--- src/rtl/apb_cmd_master.sv ---
// APB initiator: valid/ready command stream in, APB transfer out, valid/ready response back.
// Latency: accept->RSP_VALID 3 cycles (zero-wait), +1 per wait state, decode error 1 cycle.
// Backpressure: one transfer outstanding; CMD_READY low until the response handshake completes.
//
// Ports:
//   PCLK, PRESETn                 clock, synchronous active-low reset
//   CMD_*                         command stream (VALID/READY, WRITE, ADDR, WDATA, STRB, PROT)
//   RSP_*                         response stream (VALID/READY, RDATA, ERR: 0 ok/1 slverr/2 decode/3 timeout)
//   PSEL..PPROT                   shared APB request signals, one-hot PSEL per slave
//   PRDATA, PREADY, PSLVERR       per-slave APB return signals, slave n at slice n
module apb_cmd_master #(
    parameter int P_NUM       = 4,
    parameter int P_SLV_SHIFT = 10,
    parameter int P_TIMEOUT   = 16
) (
    input  logic                  PCLK,
    input  logic                  PRESETn,
    input  logic                  CMD_VALID,
    output logic                  CMD_READY,
    input  logic                  CMD_WRITE,
    input  logic [31:0]           CMD_ADDR,
    input  logic [31:0]           CMD_WDATA,
    input  logic [3:0]            CMD_STRB,
    input  logic [2:0]            CMD_PROT,
    output logic                  RSP_VALID,
    input  logic                  RSP_READY,
    output logic [31:0]           RSP_RDATA,
    output logic [1:0]            RSP_ERR,
    output logic [P_NUM-1:0]      PSEL,
    output logic                  PENABLE,
    output logic [31:0]           PADDR,
    output logic                  PWRITE,
    output logic [31:0]           PWDATA,
    output logic [3:0]            PSTRB,
    output logic [2:0]            PPROT,
    input  logic [32*P_NUM-1:0]   PRDATA,
    input  logic [P_NUM-1:0]      PREADY,
    input  logic [P_NUM-1:0]      PSLVERR
);

    localparam int IDX_W = (P_NUM > 1) ? $clog2(P_NUM) : 1;
    localparam int CNT_W = $clog2(P_TIMEOUT + 1);

    localparam logic [1:0] S_IDLE   = 2'd0;
    localparam logic [1:0] S_SETUP  = 2'd1;
    localparam logic [1:0] S_ACCESS = 2'd2;
    localparam logic [1:0] S_RESP   = 2'd3;

    localparam logic [1:0] ERR_OK      = 2'd0;
    localparam logic [1:0] ERR_SLV     = 2'd1;
    localparam logic [1:0] ERR_DECODE  = 2'd2;
    localparam logic [1:0] ERR_TIMEOUT = 2'd3;

    logic [1:0]        state;
    logic [IDX_W-1:0]  idx;        // slave of the transfer in flight
    logic [CNT_W-1:0]  wait_cnt;   // ACCESS cycles already spent without PREADY

    logic [31:0]       addr_slot;
    logic              decode_ok;
    logic [IDX_W-1:0]  cmd_idx;
    logic [P_NUM-1:0]  cmd_sel;
    logic              sel_ready;
    logic              sel_err;
    logic [31:0]       sel_rdata;

    // Slave decode of the incoming command and mux of the selected slave's return path.
    // Unselected slaves' PREADY/PSLVERR/PRDATA never reach the FSM.
    always_comb begin
        addr_slot = CMD_ADDR >> P_SLV_SHIFT;
        decode_ok = (addr_slot < 32'(P_NUM));
        cmd_idx   = addr_slot[IDX_W-1:0];
        cmd_sel   = '0;
        for (int i = 0; i < P_NUM; i++) begin
            if (cmd_idx == IDX_W'(i)) begin
                cmd_sel[i] = 1'b1;
            end
        end
        sel_ready = PREADY[idx];
        sel_err   = PSLVERR[idx];
        sel_rdata = PRDATA[32*idx +: 32];
    end

    always_ff @(posedge PCLK) begin
        if (!PRESETn) begin
            state     <= S_IDLE;
            idx       <= '0;
            wait_cnt  <= '0;
            CMD_READY <= 1'b0;
            RSP_VALID <= 1'b0;
            RSP_RDATA <= '0;
            RSP_ERR   <= ERR_OK;
            PSEL      <= '0;
            PENABLE   <= 1'b0;
            PADDR     <= '0;
            PWRITE    <= 1'b0;
            PWDATA    <= '0;
            PSTRB     <= '0;
            PPROT     <= '0;
        end else begin
            case (state)
                S_IDLE: begin
                    // Also raises CMD_READY on the first cycle out of reset.
                    CMD_READY <= 1'b1;
                    if (CMD_VALID && CMD_READY) begin
                        CMD_READY <= 1'b0;
                        if (!decode_ok) begin
                            // No APB cycle; bus request signals keep their last values.
                            RSP_VALID <= 1'b1;
                            RSP_ERR   <= ERR_DECODE;
                            RSP_RDATA <= '0;
                            state     <= S_RESP;
                        end else begin
                            idx    <= cmd_idx;
                            PSEL   <= cmd_sel;
                            PADDR  <= CMD_ADDR;
                            PWRITE <= CMD_WRITE;
                            PPROT  <= CMD_PROT;
                            PWDATA <= CMD_WRITE ? CMD_WDATA : 32'h0;
                            PSTRB  <= CMD_WRITE ? CMD_STRB  : 4'h0;
                            state  <= S_SETUP;
                        end
                    end
                end

                S_SETUP: begin
                    PENABLE  <= 1'b1;
                    wait_cnt <= '0;
                    state    <= S_ACCESS;
                end

                S_ACCESS: begin
                    // PREADY is checked before the timeout so a slave answering on the
                    // last allowed cycle still completes normally.
                    if (sel_ready) begin
                        PSEL      <= '0;
                        PENABLE   <= 1'b0;
                        RSP_VALID <= 1'b1;
                        RSP_ERR   <= sel_err ? ERR_SLV : ERR_OK;
                        RSP_RDATA <= (!PWRITE && !sel_err) ? sel_rdata : 32'h0;
                        state     <= S_RESP;
                    end else if (wait_cnt == CNT_W'(P_TIMEOUT - 1)) begin
                        PSEL      <= '0;
                        PENABLE   <= 1'b0;
                        RSP_VALID <= 1'b1;
                        RSP_ERR   <= ERR_TIMEOUT;
                        RSP_RDATA <= '0;
                        state     <= S_RESP;
                    end else begin
                        wait_cnt <= wait_cnt + CNT_W'(1);
                    end
                end

                S_RESP: begin
                    if (RSP_READY) begin
                        RSP_VALID <= 1'b0;
                        CMD_READY <= 1'b1;
                        state     <= S_IDLE;
                    end
                end

                default: begin
                    state <= S_IDLE;
                end
            endcase
        end
    end

endmodule

--- config.mk ---
export PLATFORM = sky130hd
export DESIGN_NAME = apb_cmd_master
export DESIGN_NICKNAME = d
export VERILOG_FILES = /design/src/rtl/apb_cmd_master.sv
export SDC_FILE = /design/constraint.sdc
export NUM_CORES = 1
export LEC_CHECK = 0
export ABC_AREA = 1
export BUFFER_PORTS_ARGS = -buffer_cell sky130_fd_sc_hd__buf_2
export CORE_MARGIN = 4
export CORE_UTILIZATION = 30
export CTS_CLUSTER_DIAMETER = 50
export DETAILED_ROUTE_END_ITERATION = 16
export PLACE_DENSITY = 0.69
export SYNTH_ARGS = -nofsm -noshare
export SYNTH_HDL_FRONTEND = slang
export SYNTH_SLANG_ARGS = --single-unit
--- constraint.sdc ---
create_clock -name PCLK -period 2.2 [get_ports PCLK]
set_input_delay 0.66 -clock PCLK [delete_from_list [all_inputs] [get_ports PCLK]]
set_output_delay 0.66 -clock PCLK [all_outputs]
set_load 0.02 [all_outputs]
== Word level (Yosys, flattened, before mapping) ==
Cells that the tools add are included.
Cells by class
  add/subtract/negate cells: 1
  $lt $le $gt $ge: 2
  equality and inequality tests: 14
  shift-type cells: 1
  muxes and demuxes: 47
  reduce and logical (&&, ||, !) cells: 18
Operator list (number)
  2-to-1 mux 32 bit: 6
  indexed part select 128 x 8 -> 32 bit: 1
  one-hot mux 32 bit (2 select lines): 1
  less-than comparator 22 x 3 -> 1 bit (second input constant): 1
  2-to-1 mux 4 bit: 5
  2-to-1 mux 1 bit: 16
  2-to-1 mux 2 bit: 8
  inequality test 2 bit (second input constant): 6
  2-to-1 mux 5 bit: 2
  one-hot mux 5 bit (2 select lines): 1
  AND reduction 3 bit: 3
  == test 2 bit (second input constant): 4
  one-hot mux 2 bit (4 select lines): 1
  one-hot mux 4 bit (2 select lines): 1
  AND reduction 4 bit: 2
  nonzero test 2 bit: 3
  adder 5 x 1 -> 5 bit (second input constant): 1
  == test 5 x 4 -> 1 bit (second input constant): 1
  AND reduction 5 bit: 1
  binary-select mux 1 bit (select 2 bit): 2
  == test 2 x 1 -> 1 bit (second input constant): 2
  zero test 2 bit: 2
  one-hot mux 1 bit (2 select lines): 2
  one-hot mux 2 bit (2 select lines): 1
  other kinds (7): 10
Word-level totals
  register bits after elaboration: 122
  input port bits: 212
  word-level logic and storage cells: 97

== Longest topological paths before layout ==
  depth in word-level cells: 7
  gate-level depth with buffers: 12
  depth with buffers taken out: 11

== Least setup slack after synthesis ==
No wires, ideal clock.
  path type: input-to-reg
  from: input port CMD_ADDR[12]
  to: register PPROT[1]
  arrival time: 1.717 ns
  required time: 2.084 ns
  slack: 0.367 ns
  stages: 7
  buffers on the path: 2
  cells stage by stage: or2_0 nor2_1 nand4_1 clkbuf_1 clkbuf_1 o21ai_0 nor2_1
On the way
  cells in the longest elaborated chain, start to end: 2
RTL lines
  start: declaration: line 21  | input logic [31:0] CMD_ADDR,
  less-than comparator 22 x 3 -> 1 bit: line 70  | decode_ok = (addr_slot < 32'(P_NUM));
  AND reduction 3 bit (no source line)
  end signal: assignment: line 98  | PPROT <= '0;
  end signal: assignment: line 117  | PPROT <= CMD_PROT;
  end: declaration: line 35  | output logic [2:0] PPROT,
Every way passes these cells.
A chain may end at the register's enable or synchronous reset.

== Worst setup path in the final report ==
  from: register state[1]
  to: register RSP_RDATA[22]
On the way
  cells in the longest elaborated chain, start to end: 3
  elaborated cells between the ends (all ways): 8
  those cells by class: eq/ne: 4; mux: 1; reduce/logical: 3
RTL lines
  start: declaration: line 54  | logic [1:0] state;
  start signal: assignment: line 85  | state <= S_IDLE;
  start signal: assignment: line 111  | state <= S_RESP;
  start signal: assignment: line 120  | state <= S_SETUP;
  == test 2 bit / zero test 2 bit (equally long branches): line 100  | case (state)
  inequality test 3 bit (no source line) (tied with other cells)
  AND reduction 4 bit (no source line)
  end signal: assignment: line 139  | RSP_RDATA <= (!PWRITE && !sel_err) ? sel_rdata : 32'h0;
  end: declaration: line 27  | output logic [31:0] RSP_RDATA,
Parallel ways exist; a longest one is shown, timed or not.

==> impl_metrics.tcl <==
set metrics [dict create \
    die_area_mm2 0.0216 \
    design.core.area_mm2 0.0189 \
    seq_area_frac_synth_pct 41.4 \
    met3_usage_pct 6.76 \
    fin_worst_skew_ns 0.0129 \
    dpl.cell_count 1426 \
    die_w_um 147 \
    critPathMaxFanout 37 \
    port_buffers 324 \
    antenna_found_initial 0 \
    top_usage_layer "met2" \
    ys_ff_latch 120 \
    hold_class "register to register" \
    final_nets 1406 \
    place_hpwl_um 14100 \
    hold_viol_final 0 \
    vias_per_cell 4.62 \
    critPathTopFamily "simple AND/OR/NAND/NOR gates" \
    clk_root_buffer_cell "clkbuf_16" \
    grt_pass1_wl_um 30400 \
    antenna-diode-count 0 \
    synth.area.mux_share_pct 0 \
    p_leak_nw 4.16 \
    synth-simple-area-share_pct 35.1 \
    peakVddDrop_mv 0.475 \
    synth_compound_area_share_pct 14.1 \
    setup_tns_ns 0 \
    synth_top_family_by_area "simple AND/OR/NAND/NOR gates" \
    fin_cells 1461 \
    drtPass1Iterations 5 \
    relSlewSlack_pct 63.0 \
    worst_path_most_repeated_cell "nand2_1" \
    rows 50 \
    setup_viol 0 \
    vias 6747 \
    fin_util_pct 44.1 \
    power.density_mw_per_mm2 953 \
    gr-usage-met2_pct 27.4 \
    grt_overflow 0 \
    cts_resized 0 \
    dieHeight_um 147 \
    cts_num_sinks 120 \
    syn2layout_area_growth_pct 43.4 \
    layout_setup_ws_ns 0.256 \
    tightest_slew_ns 0.554 \
    period_needed_ns 1.94 \
    drv_cap 0 \
    drt_iter0_drc 225 \
    dp_slack_ns 0.0284 \
    cts_buffers 17 \
    synth_xor_area_share_pct 0.151 \
    cp-start-kind "register" \
    required_ns 2.54 \
    cpPeakStageDelay_ns 0.33 \
    io-pin-count 325 \
    critical_path_class "register to register" \
    yosysWarnings 0 \
    drc 0 \
    power_mw 7.93 \
    fmax_mhz 514 \
    cts_tree "yes" \
    routed_wl_um 19400 \
    multiInputGateArea_mm2 0.00295 \
    start_util_pct 30.7 \
    seq_area_mm2 0.00240 \
    final_common_cell "buf_2" \
    worst_path_max_delay_cell "dfxtp_1" \
    ys_types 27 \
    globalplace.congestion 0.807 \
    path_clk_slew_ns 0.06 \
    outcome "complete, no violations" \
    slew_viol_final 0 \
    arrival_ns 2.28 \
    crit_path_cell_trace "inv_1, ha_1, nand2_1, nor2_1, nand3_1, nand2_1, nor2_4, buf_12, buf_12, nand2_1, nand2_1, nor2_1" \
    worstSkewPairLatency_ns 0.40 \
    grt_max_degree 75 \
    synthCells 881 \
    yosys.area_share.adder_pct 1.29 \
    synthesis.nets 1099 \
    drive_above_1_share_pct 32.7 \
    grt_pass1_vias 6222 \
    netlist_area_mm2 0.00581 \
    wl_per_cell_um 13.3 \
    clock_path_buffers 2 \
    fin_crit_sh_pct 88.4 \
    n_fill_cell 2019 \
    final_cell_mix "324 x buf_2, 221 x nor2_1, 146 x nand2_1" \
    met1_usage_pct 20.8 \
    h-tree-depth 4 \
    avgSynthCellArea_um2 6.59 \
    grt_usage_pct 16.8 \
    rsz0062_at_grt "false" \
    antenna_left 0 \
    worstSetupEndpointType "register" \
    worst-path-buf-inv 3 \
]
## sequential cells by signal, summed over array words and instances, names as in the netlist
register	cells
PADDR	32
PWDATA	32
RSP_RDATA	32
wait_cnt	5
PSEL	4
PSTRB	4
PPROT	3
RSP_ERR	2
state	2
CMD_READY	1
PENABLE	1
PWRITE	1
RSP_VALID	1
## worst reg2reg max path: stages, from the launching register on
cell	delay, ns
dfxtp_1	0.33
inv_1	0.11
ha_1	0.23
nand2_1	0.08
nor2_1	0.17
nand3_1	0.12
nand2_1	0.24
nor2_4	0.06
buf_12	0.15
buf_12	0.17
nand2_1	0.07
nand2_1	0.05
nor2_1	0.11
## path summary, 6_finish.rpt
check / start / to / slack, ns / depth (start not counted)
worst max-delay path: state[1] / RSP_RDATA[22] / 0.26 / 12
worst min-delay path: PADDR[21] / PADDR[21] / 0.45 / 2
worst max register to register: state[1] / RSP_RDATA[22] / 0.26 / 12
worst min register to register: PADDR[21] / PADDR[21] / 0.45 / 2
## metal layers
layer | wire [µm] | vias to the layer above
li1 | - | 3463
met1 | 8160 | 2993
met2 | 9060 | 274
met3 | 2000 | 17
met4 | 227 | 0
met5 | 0 | -
## through the flow
step,hold slack [ns],instance area (µm²)
final,0.453,8330
after global routing,0.476,8330
after CTS,0.454,8290
after detailed placement,0.444,7680
after global placement,0.440,7680
after floorplan,0.481,5810
## area by class of cell
class	instances	area share, %
multi-input combinational	660	35.4
tap	260	3.91
sequential	120	28.9
clock buffer	19	5.32
inverter	39	1.76
timing repair buffer	350	22.7
clock inverter	13	2.01
## cells in the mapped netlist, drive strengths merged
cell type,count,area [µm²]
buf,31,198
or2,1,6.26
clkinv,1,3.75
nor3,1,5.00
nor2,224,853
xor2,1,8.76
clkbuf,32,120
nor3b,2,15.0
o21ai,112,561
o21a,1,7.51
inv,38,143
nand4,2,12.5
ha,6,75.1
a21oi,48,252
nand3,113,583
nand2,148,561
dfxtp,120,2400
## power by group
group / leakage [nW] / switching [mW] / internal, mW
combinational: 2.89 / 1.56 / 0.957
clock: 0.294 / 1.04 / 1.82
sequential: 0.974 / 0.132 / 2.42
total: 4.16 / 2.74 / 5.20
## timing repair
item	4_1_cts	5_1_grt
hold buffers	0	0
setup buffers	0	2
setup endpoints to repair	0	24
## cell families (layout without fill, tap and decap cells)
logic type      count (synthesis)  in the layout
simple gates                  491            492
compound gates                161            161
flops                         120            120
buf+inv                       102            421
fa+ha+maj                       6              6
xor+xnor                        1              1
No activity file was read; power rests on OpenSTA's default activity.
